File: src/rtl/i2c_master_ctrl_pkg.sv
// Shared constants for the single-byte I2C master: bus widths, command/status
// field positions and FSM state encodings.
package i2c_master_ctrl_pkg;

  localparam int DATA_WIDTH = 32;
  localparam int ADDR_WIDTH = 7;

  localparam int CMD_RW_BIT   = 15;
  localparam int CMD_ADDR_MSB = 14;
  localparam int CMD_ADDR_LSB = 8;

  localparam int ST_READY_BIT   = DATA_WIDTH;
  localparam int ST_ACK_ERR_BIT = 8;

  localparam logic [3:0] S_IDLE     = 4'd0;
  localparam logic [3:0] S_START    = 4'd1;
  localparam logic [3:0] S_ADDR     = 4'd2;
  localparam logic [3:0] S_ADDR_ACK = 4'd3;
  localparam logic [3:0] S_WDATA    = 4'd4;
  localparam logic [3:0] S_WACK     = 4'd5;
  localparam logic [3:0] S_RDATA    = 4'd6;
  localparam logic [3:0] S_MNACK    = 4'd7;
  localparam logic [3:0] S_STOP     = 4'd8;

  function automatic logic [DATA_WIDTH:0] pack_status(input logic ready,
                                                      input logic ack_err,
                                                      input logic [7:0] rdata);
    logic [DATA_WIDTH:0] s;
    s                 = '0;
    s[ST_READY_BIT]   = ready;
    s[ST_ACK_ERR_BIT] = ack_err;
    s[7:0]            = rdata;
    return s;
  endfunction

endpackage

File: src/rtl/i2c_master_ctrl_if.sv
// Command/status and I2C pin bundle between the register block and the master.
interface i2c_master_ctrl_if;

  logic [i2c_master_ctrl_pkg::DATA_WIDTH-1:0] cmd_word;
  logic                                       cmd_valid;
  logic [i2c_master_ctrl_pkg::DATA_WIDTH:0]   i2c_status;
  logic                                       done;
  logic                                       scl_o;
  logic                                       sda_oe;
  logic                                       sda_i;

  modport master (input cmd_word, cmd_valid, sda_i,
                  output i2c_status, done, scl_o, sda_oe);
  modport slave  (output cmd_word, cmd_valid, sda_i,
                  input i2c_status, done, scl_o, sda_oe);

endinterface

File: src/rtl/i2c_clk_div.sv
// Quarter-period tick generator: counts 0..CLK_DIV-1 while enabled, held at 0 otherwise.
module i2c_clk_div #(
  parameter int CLK_DIV = 4
) (
  input  logic clk,
  input  logic rst,
  input  logic en,
  output logic tick
);

  localparam int CW = (CLK_DIV > 1) ? $clog2(CLK_DIV) : 1;
  localparam logic [CW-1:0] LAST = CW'(CLK_DIV - 1);

  logic [CW-1:0] cnt;

  assign tick = en && (cnt == LAST);

  always_ff @(posedge clk or posedge rst) begin
    if (rst) begin
      cnt <= '0;
    end else if (!en || tick) begin
      cnt <= '0;
    end else begin
      cnt <= cnt + CW'(1);
    end
  end

endmodule

File: src/rtl/i2c_master_ctrl.sv
// Single-byte I2C master: START, address+R/W, one data byte, STOP, driven from
// an APB command word; every bit slot is four quarter ticks long.
module i2c_master_ctrl
  import i2c_master_ctrl_pkg::*;
#(
  parameter int CLK_DIV = 4
) (
  input logic               clk,
  input logic               reset,
  i2c_master_ctrl_if.master bus
);

  logic [3:0] state;
  logic [1:0] quarter;
  logic [2:0] bit_cnt;
  logic [7:0] tx;
  logic [7:0] rx;
  logic [7:0] wdata;
  logic [7:0] rdata;
  logic       rw;
  logic       ack_err;
  logic       done;
  logic       tick;
  logic       div_en;
  logic       scl;
  logic       sda_oe;
  logic       unused_cmd_bits;

  assign unused_cmd_bits = ^bus.cmd_word[DATA_WIDTH-1:CMD_RW_BIT+1];
  assign div_en          = (state != S_IDLE);

  i2c_clk_div #(.CLK_DIV(CLK_DIV)) u_clk_div (
    .clk  (clk),
    .rst  (reset),
    .en   (div_en),
    .tick (tick)
  );

  always_ff @(posedge clk or posedge reset) begin
    if (reset) begin
      state   <= S_IDLE;
      quarter <= '0;
      bit_cnt <= '0;
      tx      <= '0;
      rx      <= '0;
      wdata   <= '0;
      rdata   <= '0;
      rw      <= 1'b0;
      ack_err <= 1'b0;
      done    <= 1'b0;
    end else begin
      done <= 1'b0;
      if (state == S_IDLE) begin
        quarter <= '0;
        bit_cnt <= '0;
        if (bus.cmd_valid) begin
          rw      <= bus.cmd_word[CMD_RW_BIT];
          wdata   <= bus.cmd_word[7:0];
          tx      <= {bus.cmd_word[CMD_ADDR_MSB:CMD_ADDR_LSB], bus.cmd_word[CMD_RW_BIT]};
          ack_err <= 1'b0;
          state   <= S_START;
        end
      end else if (tick) begin
        quarter <= quarter + 2'd1;
        // SDA is sampled in the middle of the SCL high phase
        if (quarter == 2'd1) begin
          case (state)
            S_ADDR_ACK, S_WACK: if (bus.sda_i) ack_err <= 1'b1;
            S_RDATA:            rx <= {rx[6:0], bus.sda_i};
            default:            ;
          endcase
        end
        if (quarter == 2'd3) begin
          case (state)
            S_START: state <= S_ADDR;
            S_ADDR, S_WDATA: begin
              tx      <= {tx[6:0], 1'b0};
              bit_cnt <= bit_cnt + 3'd1;
              if (bit_cnt == 3'd7) state <= (state == S_ADDR) ? S_ADDR_ACK : S_WACK;
            end
            S_ADDR_ACK: begin
              tx <= wdata;
              if (ack_err) state <= S_STOP;
              else         state <= rw ? S_RDATA : S_WDATA;
            end
            S_WACK: state <= S_STOP;
            S_RDATA: begin
              bit_cnt <= bit_cnt + 3'd1;
              if (bit_cnt == 3'd7) begin
                rdata <= rx;
                state <= S_MNACK;
              end
            end
            S_MNACK: state <= S_STOP;
            S_STOP: begin
              state <= S_IDLE;
              done  <= 1'b1;
            end
            default: state <= S_IDLE;
          endcase
        end
      end
    end
  end

  // Pin levels follow directly from state and quarter so reset idles the bus at once
  always_comb begin
    scl    = 1'b1;
    sda_oe = 1'b0;
    case (state)
      S_START: begin
        scl    = (quarter != 2'd3);
        sda_oe = (quarter != 2'd0);
      end
      S_STOP: begin
        scl    = (quarter != 2'd0);
        sda_oe = (quarter < 2'd2);
      end
      S_ADDR, S_WDATA: begin
        scl    = quarter[0] ^ quarter[1];
        sda_oe = ~tx[7];
      end
      S_ADDR_ACK, S_WACK, S_RDATA, S_MNACK: begin
        scl = quarter[0] ^ quarter[1];
      end
      default: ;
    endcase
  end

  assign bus.scl_o      = scl;
  assign bus.sda_oe     = sda_oe;
  assign bus.done       = done;
  assign bus.i2c_status = pack_status(state == S_IDLE, ack_err, rdata);

endmodule

File: src/flat_wrapper.sv
// flat-port wrapper written by rule: the top's interface ports become plain ports
module i2c_master_ctrl_flat import i2c_master_ctrl_pkg::*;
#(
  parameter int CLK_DIV = 4
)
  (clk, reset, bus_cmd_word, bus_cmd_valid, bus_sda_i, bus_i2c_status, bus_done, bus_scl_o, bus_sda_oe);
  i2c_master_ctrl_if bus_i ();
  input logic clk;
  input logic reset;
  input wire logic [$bits(bus_i.cmd_word)-1:0] bus_cmd_word;
  input wire logic [$bits(bus_i.cmd_valid)-1:0] bus_cmd_valid;
  input wire logic [$bits(bus_i.sda_i)-1:0] bus_sda_i;
  output wire logic [$bits(bus_i.i2c_status)-1:0] bus_i2c_status;
  output wire logic [$bits(bus_i.done)-1:0] bus_done;
  output wire logic [$bits(bus_i.scl_o)-1:0] bus_scl_o;
  output wire logic [$bits(bus_i.sda_oe)-1:0] bus_sda_oe;
  assign bus_i.cmd_word = bus_cmd_word;
  assign bus_i.cmd_valid = bus_cmd_valid;
  assign bus_i.sda_i = bus_sda_i;
  assign bus_i2c_status = bus_i.i2c_status;
  assign bus_done = bus_i.done;
  assign bus_scl_o = bus_i.scl_o;
  assign bus_sda_oe = bus_i.sda_oe;
  i2c_master_ctrl #(.CLK_DIV(CLK_DIV)) u_core (.clk(clk), .reset(reset), .bus(bus_i));
endmodule
File: config.mk
export PLATFORM = sky130hd
export DESIGN_NAME = i2c_master_ctrl_flat
export DESIGN_NICKNAME = d
export VERILOG_FILES = /design/src/rtl/i2c_master_ctrl_pkg.sv /design/src/rtl/i2c_master_ctrl_if.sv /design/src/rtl/i2c_clk_div.sv /design/src/rtl/i2c_master_ctrl.sv /design/src/flat_wrapper.sv
export SDC_FILE = /design/constraint.sdc
export NUM_CORES = 1
export LEC_CHECK = 0
export ABC_AREA = 1
export CAP_MARGIN = 40
export CORE_MARGIN = 8
export CORE_UTILIZATION = 43
export DETAILED_ROUTE_END_ITERATION = 16
export GPL_TIMING_DRIVEN = 0
export PLACE_DENSITY = 0.86
export SYNTH_ARGS = -nofsm -noshare
export SYNTH_HDL_FRONTEND = slang
export SYNTH_SLANG_ARGS = --single-unit
File: constraint.sdc
create_clock -name clk -period 1.3 [get_ports clk]
set_input_delay 0.26 -clock clk [delete_from_list [all_inputs] [get_ports clk]]
set_output_delay 0.26 -clock clk [all_outputs]
set_load 0.02 [all_outputs]
## Yosys cells after proc, flatten, opt, wreduce, memory -nomap -nowiden

Cells that the tools add are included.

- Word-level logic and storage cells: 93
- Register bits: 46
- Output and inout bits: 36
- Input port bits: 36

- Multiplexer cells: 34
- Eq/ne operators: 16
- Add/subtract/negate cells: 3
- Reduce and logical (&&, ||, !) cells: 25
- Magnitude comparators: 1
- Bitwise operators: 3

Operators by type and width:

| cell | number |
|---|---|
| $mux 8 | 4 |
| $mux 4 | 7 |
| $pmux 4 s5 | 1 |
| $eq 4x3->1 const B | 4 |
| $pmux 8 s2 | 1 |
| $mux 3 | 5 |
| $reduce_and 5->1 | 3 |
| $reduce_bool 2->1 | 7 |
| $mux 1 | 10 |
| $eq 4x2->1 const B | 2 |
| $mux 2 | 4 |
| $reduce_and 4->1 | 2 |
| $ne 3x2->1 const B | 2 |
| $pmux 1 s3 | 2 |
| $reduce_or 2->1 | 3 |
| $reduce_or 6->1 | 1 |
| $add 2x1->2 const B | 2 |
| $eq 2x2->1 const B | 2 |
| $eq 4x1->1 const B | 1 |
| $eq 4x4->1 const B | 1 |
| $logic_not 4->1 | 1 |
| $ne 2x2->1 const B | 2 |
| $reduce_bool 4->1 | 1 |
| $add 3x1->3 const B | 1 |
| other kinds (12) | 13 |

## Logic depth before layout (Yosys ltp)

- Depth in word-level cells: 7
- Depth in mapped cells: 9
- Gate-level depth less buffers: 9

## By module

Synthesis repeated with hierarchy kept, for this count alone.

- Cell total of the unflattened synthesis: 325
- Area, all modules: 2532.4 um^2

By module, submodules not included:

| module | instances | area each (um^2) | cells an instance | seq. area each (um^2) |
|---|---|---|---|---|
| i2c_master_ctrl | 1 | 2439.8 | 314 | 1101.1 |
| i2c_clk_div | 1 | 92.6 | 11 | 50.0 |

## Least setup slack after synthesis

No wires, ideal clock.

- Path type: reg-to-output
- From: reg u_core.state[1]
- To: out bus_sda_oe
- Required time: 1040 ps
- Arrival time: 1253 ps
- Path slack: -213 ps
- Stages on the path, launching flop included: 4
- Path buffers: 0
- Path through: dfrtp_1 -> nor2_4 -> nand3_1 -> o21ai_0

- Word-level cells in the longest chain between the ends: 3
- Elaborated cells on any way between the ends: 6
- Classes of those cells: 4 x eq/ne; 1 x mux; 1 x reduce/logical

RTL lines:

| item | line | source |
|---|---|---|
| start: declaration | i2c_master_ctrl.sv:13 | `logic [3:0] state;` |
| start signal: assignment | i2c_master_ctrl.sv:79 | `if (bit_cnt == 3'd7) state <= (state == S_ADDR) ? S_ADDR_ACK : S_WACK;` |
| start signal: assignment | i2c_master_ctrl.sv:84 | `else state <= rw ? S_RDATA : S_WDATA;` |
| $eq 4x3->1 / $eq 4x2->1 (equally long branches) | i2c_master_ctrl.sv:110 | `case (state)` |
| $reduce_or 2->1 | i2c_master_ctrl.sv:110 |  |
| $pmux 1 s3 * | i2c_master_ctrl.sv:110 |  |
| end: declaration | flat_wrapper.sv:16 | `output wire logic [$bits(bus_i.sda_oe)-1:0] bus_sda_oe;` |

Mark *: on every way between the ends. The rest lies on a longest branch, timed or not.

## Worst setup path in the final report

- From: reg u_core.quarter[1]
- To: out bus_scl_o

- Word-level cells in the longest chain between the ends: 2
- Elaborated cells on any way between the ends: 4
- Classes of those cells: 1 x eq/ne; 1 x mux; 1 x bitwise; 1 x reduce/logical

RTL lines:

| item | line | source |
|---|---|---|
| start: declaration | i2c_master_ctrl.sv:14 | `logic [1:0] quarter;` |
| start signal: assignment | i2c_master_ctrl.sv:64 | `quarter <= quarter + 2'd1;` |
| $ne 2x2->1 (tied with other cells) | i2c_master_ctrl.sv:112 | `scl = (quarter != 2'd3);` |
| $pmux 1 s3 * | i2c_master_ctrl.sv:110 |  |
| end: declaration | flat_wrapper.sv:15 | `output wire logic [$bits(bus_i.scl_o)-1:0] bus_scl_o;` |

Marked as above.

==> qor.yml <==
floorplan:
  num_io_pins: 72
  rows: 28
  die_x_um: 93.48
  initial_core_util_pct: 44.12
  die_h_um: 93.48
  dieArea_sq_um: 8739
  core_area_sq_um: 5851
synth:
  yosys_warnings: 0
  syn_area_per_cell_sq_um: 8.066
  synth_cells: 320
  async_flop_share_pct: 100.0
  syn-cell-area_sq_um: 2581
  synth_area_leaders: "dfrtp_1, nand2_1, buf_4, nand3_1, o21ai_0"
  ys_seq_area_share_pct: 44.60
  synth_seq_cells: 46
  synth.top_cell.area_share_pct: 44.60
  synth-edff-count: 0
  synthDominantAreaCellType: "dfrtp_1"
  yosys_most_used_dff: "dfrtp_1"
  synthDistinctLibCells: 28
cts:
  clockRootBuffer: "clkbuf_8"
  cts_sinks: 46
  clk_pin_slew_ns: 0.09
  clock_latency_ns: 0.30
  cts_buffers: 5
  postCtsHoldBufs: 0
  h-tree-depth: 2
  cts_tree: "done"
  clock_path_buffers: 2
grt:
  grt_pass1_vias: 2377
  gr-usage-met3_pct: 4.487
  grt_use_met2_pct: 25.56
  grt.busiest_layer: "met2"
  grt_max_degree: 31
  antenna_found_initial: 0
  grt_first_pass_wirelength_mm: 10.70
  grt_usage_pct: 15.23
  grt_use_met1_pct: 17.23
  grt_overflow: 0
timing:
  skew_ns: 0.004621
  fin_crit_ns: 1.782
  fmax_ghz: 0.5612
  whs_ns: 0.3012
  rsz0062_at_grt: "true"
  fin_crit_sh_pct: 137.1
  setup_viol: 48
  hold_viol: 0
  finalSetupTns_ns: -10.51
  final_max_slew_viol_count: 0
  setup_ws_ns: -0.4820
critical_path:
  worstPathArrival_ns: 1.52
  timing.rr.end: "u_core.tx[7]"
  crit_start: "u_core.quarter[1]"
  r2r_setup_slack_ns: -0.34
  start_kind: "register"
  path_class: "reg2out"
  cp_max_fo: 3
  crit_required_ns: 1.04
  worstRegToRegCells: 9
  worstReg2RegStart: "u_core.state[2]"
  endpoint_kind: "primary output"
power_and_ir_drop:
  leakage_nw: 1.965
  seqPwrFrac_pct: 28.5
  swShare_pct: 43.68
  p_switching_w: 0.003346
  irDropWorstVdd_v: 0.001134
  p_clk_share_pct: 11.6
  p_int_w: 0.004314
  powerDensity_nw_per_um2: 2129
  combPwrFrac_pct: 59.9
route:
  first_pass_iters: 4
  via_count: 2342
  wirelength_mm: 6.774
  ant_nets: 0
  drt-initial-drc-count: 169
  viasPerCell: 4.839
  drc: 0
  wl_per_cell_um: 14.00
flow_run:
  cap_violations: 0
layout:
  design_area_sq_um: 3598
  fin_nets: 450
  final_common_cell: "nand2_1"
  area_growth_pct: 39.41
  regArea_sq_um: 1156
  fin_util_pct: 61.51
  fillers: 482
  post_route_cells_drive_above_1_share_pct: 30.56
  multi_input_area_sq_um: 1282
  layout_common_cells: "nand2_1, dfrtp_1, buf_4"
  antenna_cells: 0
place:
  port_buffers: 32
  gp_congestion: 0.8541
  place_hpwl_mm: 4.107
  place_area_sq_um: 3112
  pre_cts_ws_ns: -0.6786
min_path:
  hp-class: "in2async"
outcome:
  outcome: "finished, violations left"
  violations: "negative setup slack"
area by class of cell:
type	count	area share, %
multi-input combinational	234	35.64
sequential	46	32.13
timing repair buffer	58	16.66
buffer	27	6.050
inverter	36	4.520
tap	75	2.608
clock buffer	6	2.017
clock inverter	2	0.3825
kinds of logic (layout without fill, tap and decap cells):
logic type	after synthesis	in the layout	share of synthesized area (%)
AOI/OAI and AO/OA	33	33	6.884
adders and majority gates	6	6	2.908
buffers and inverters	63	129	13.67
and+or+nand+nor	171	172	31.80
other	1	23	0.1453
DFF	46	46	44.60
metrics by stage:
stage,instances,power (W)
2_1_floorplan,342,0.004414
3_3_place_gp,449,0.005057
3_5_place_dp,450,0.005177
4_1_cts,476,0.007115
5_1_grt,484,0.008098
6_report,484,0.007661
synth_stat cells, types with 2 or more instances:
library cell / instances
a21oi_1: 2
buf_4: 24
buf_6: 3
dfrtp_1: 46
ha_1: 6
inv_1: 29
inv_2: 5
nand2_1: 116
nand2_2: 4
nand2_4: 4
nand2_8: 2
nand3_1: 23
nor2_1: 12
nor2_4: 5
o21a_1: 2
o21ai_0: 22
o21ai_1: 4
critical path: stages, from the launching register on:
cell and delay [ns]:
dfrtp_1 0.43, inv_1 0.14, ha_1 0.20, inv_1 0.06, o21ai_1 0.13, o211ai_1 0.10
buf_4 0.17
power groups by stage:
stage / clock network (W) / logic [W] / registers [W]
3_5_place_dp: 0 / 0.00303 / 0.00215
3_3_place_gp: 0 / 0.00293 / 0.00213
5_1_grt: 0.000965 / 0.00491 / 0.00222
2_1_floorplan: 0 / 0.00233 / 0.00208
6_report: 0.000886 / 0.00459 / 0.00219
4_1_cts: 0.000894 / 0.00408 / 0.00214
worst max-delay path by stage:
| stage | to | cells after the start |
|---|---|---|
| final | bus_scl_o | 6 |
| after global routing | bus_scl_o | 6 |
| after CTS | bus_sda_oe | 6 |
| after detailed placement | bus_sda_oe | 5 |
| after global placement | bus_sda_oe | 5 |
| after floorplan | bus_scl_o | 3 |
routing by layer:
layer / vias to the layer above / wire (um)
met2: 87 / 3446
li1: 1136 / -
met1: 1095 / 2765
met5: - / 0
met4: 0 / 174
met3: 24 / 386
flip-flops by register name (all words and copies together) (netlist names):
signal,flops
u_core.ack_err,1
u_core.bit_cnt,3
u_core.bus.done,1
u_core.quarter,2
u_core.rdata,8
u_core.rw,1
u_core.rx,8
u_core.state,4
u_core.tx,8
u_core.u_clk_div.cnt,2
u_core.wdata,8
repair_timing:
action,4_1_cts,5_1_grt
pin swaps,14,10
gates resized for setup,77,16
cloned,3,0
buffers inserted,15,8
setup endpoints to repair,58,51
endpoints found under the hold margin,0,0
Power figures use the tool's default switching activity.
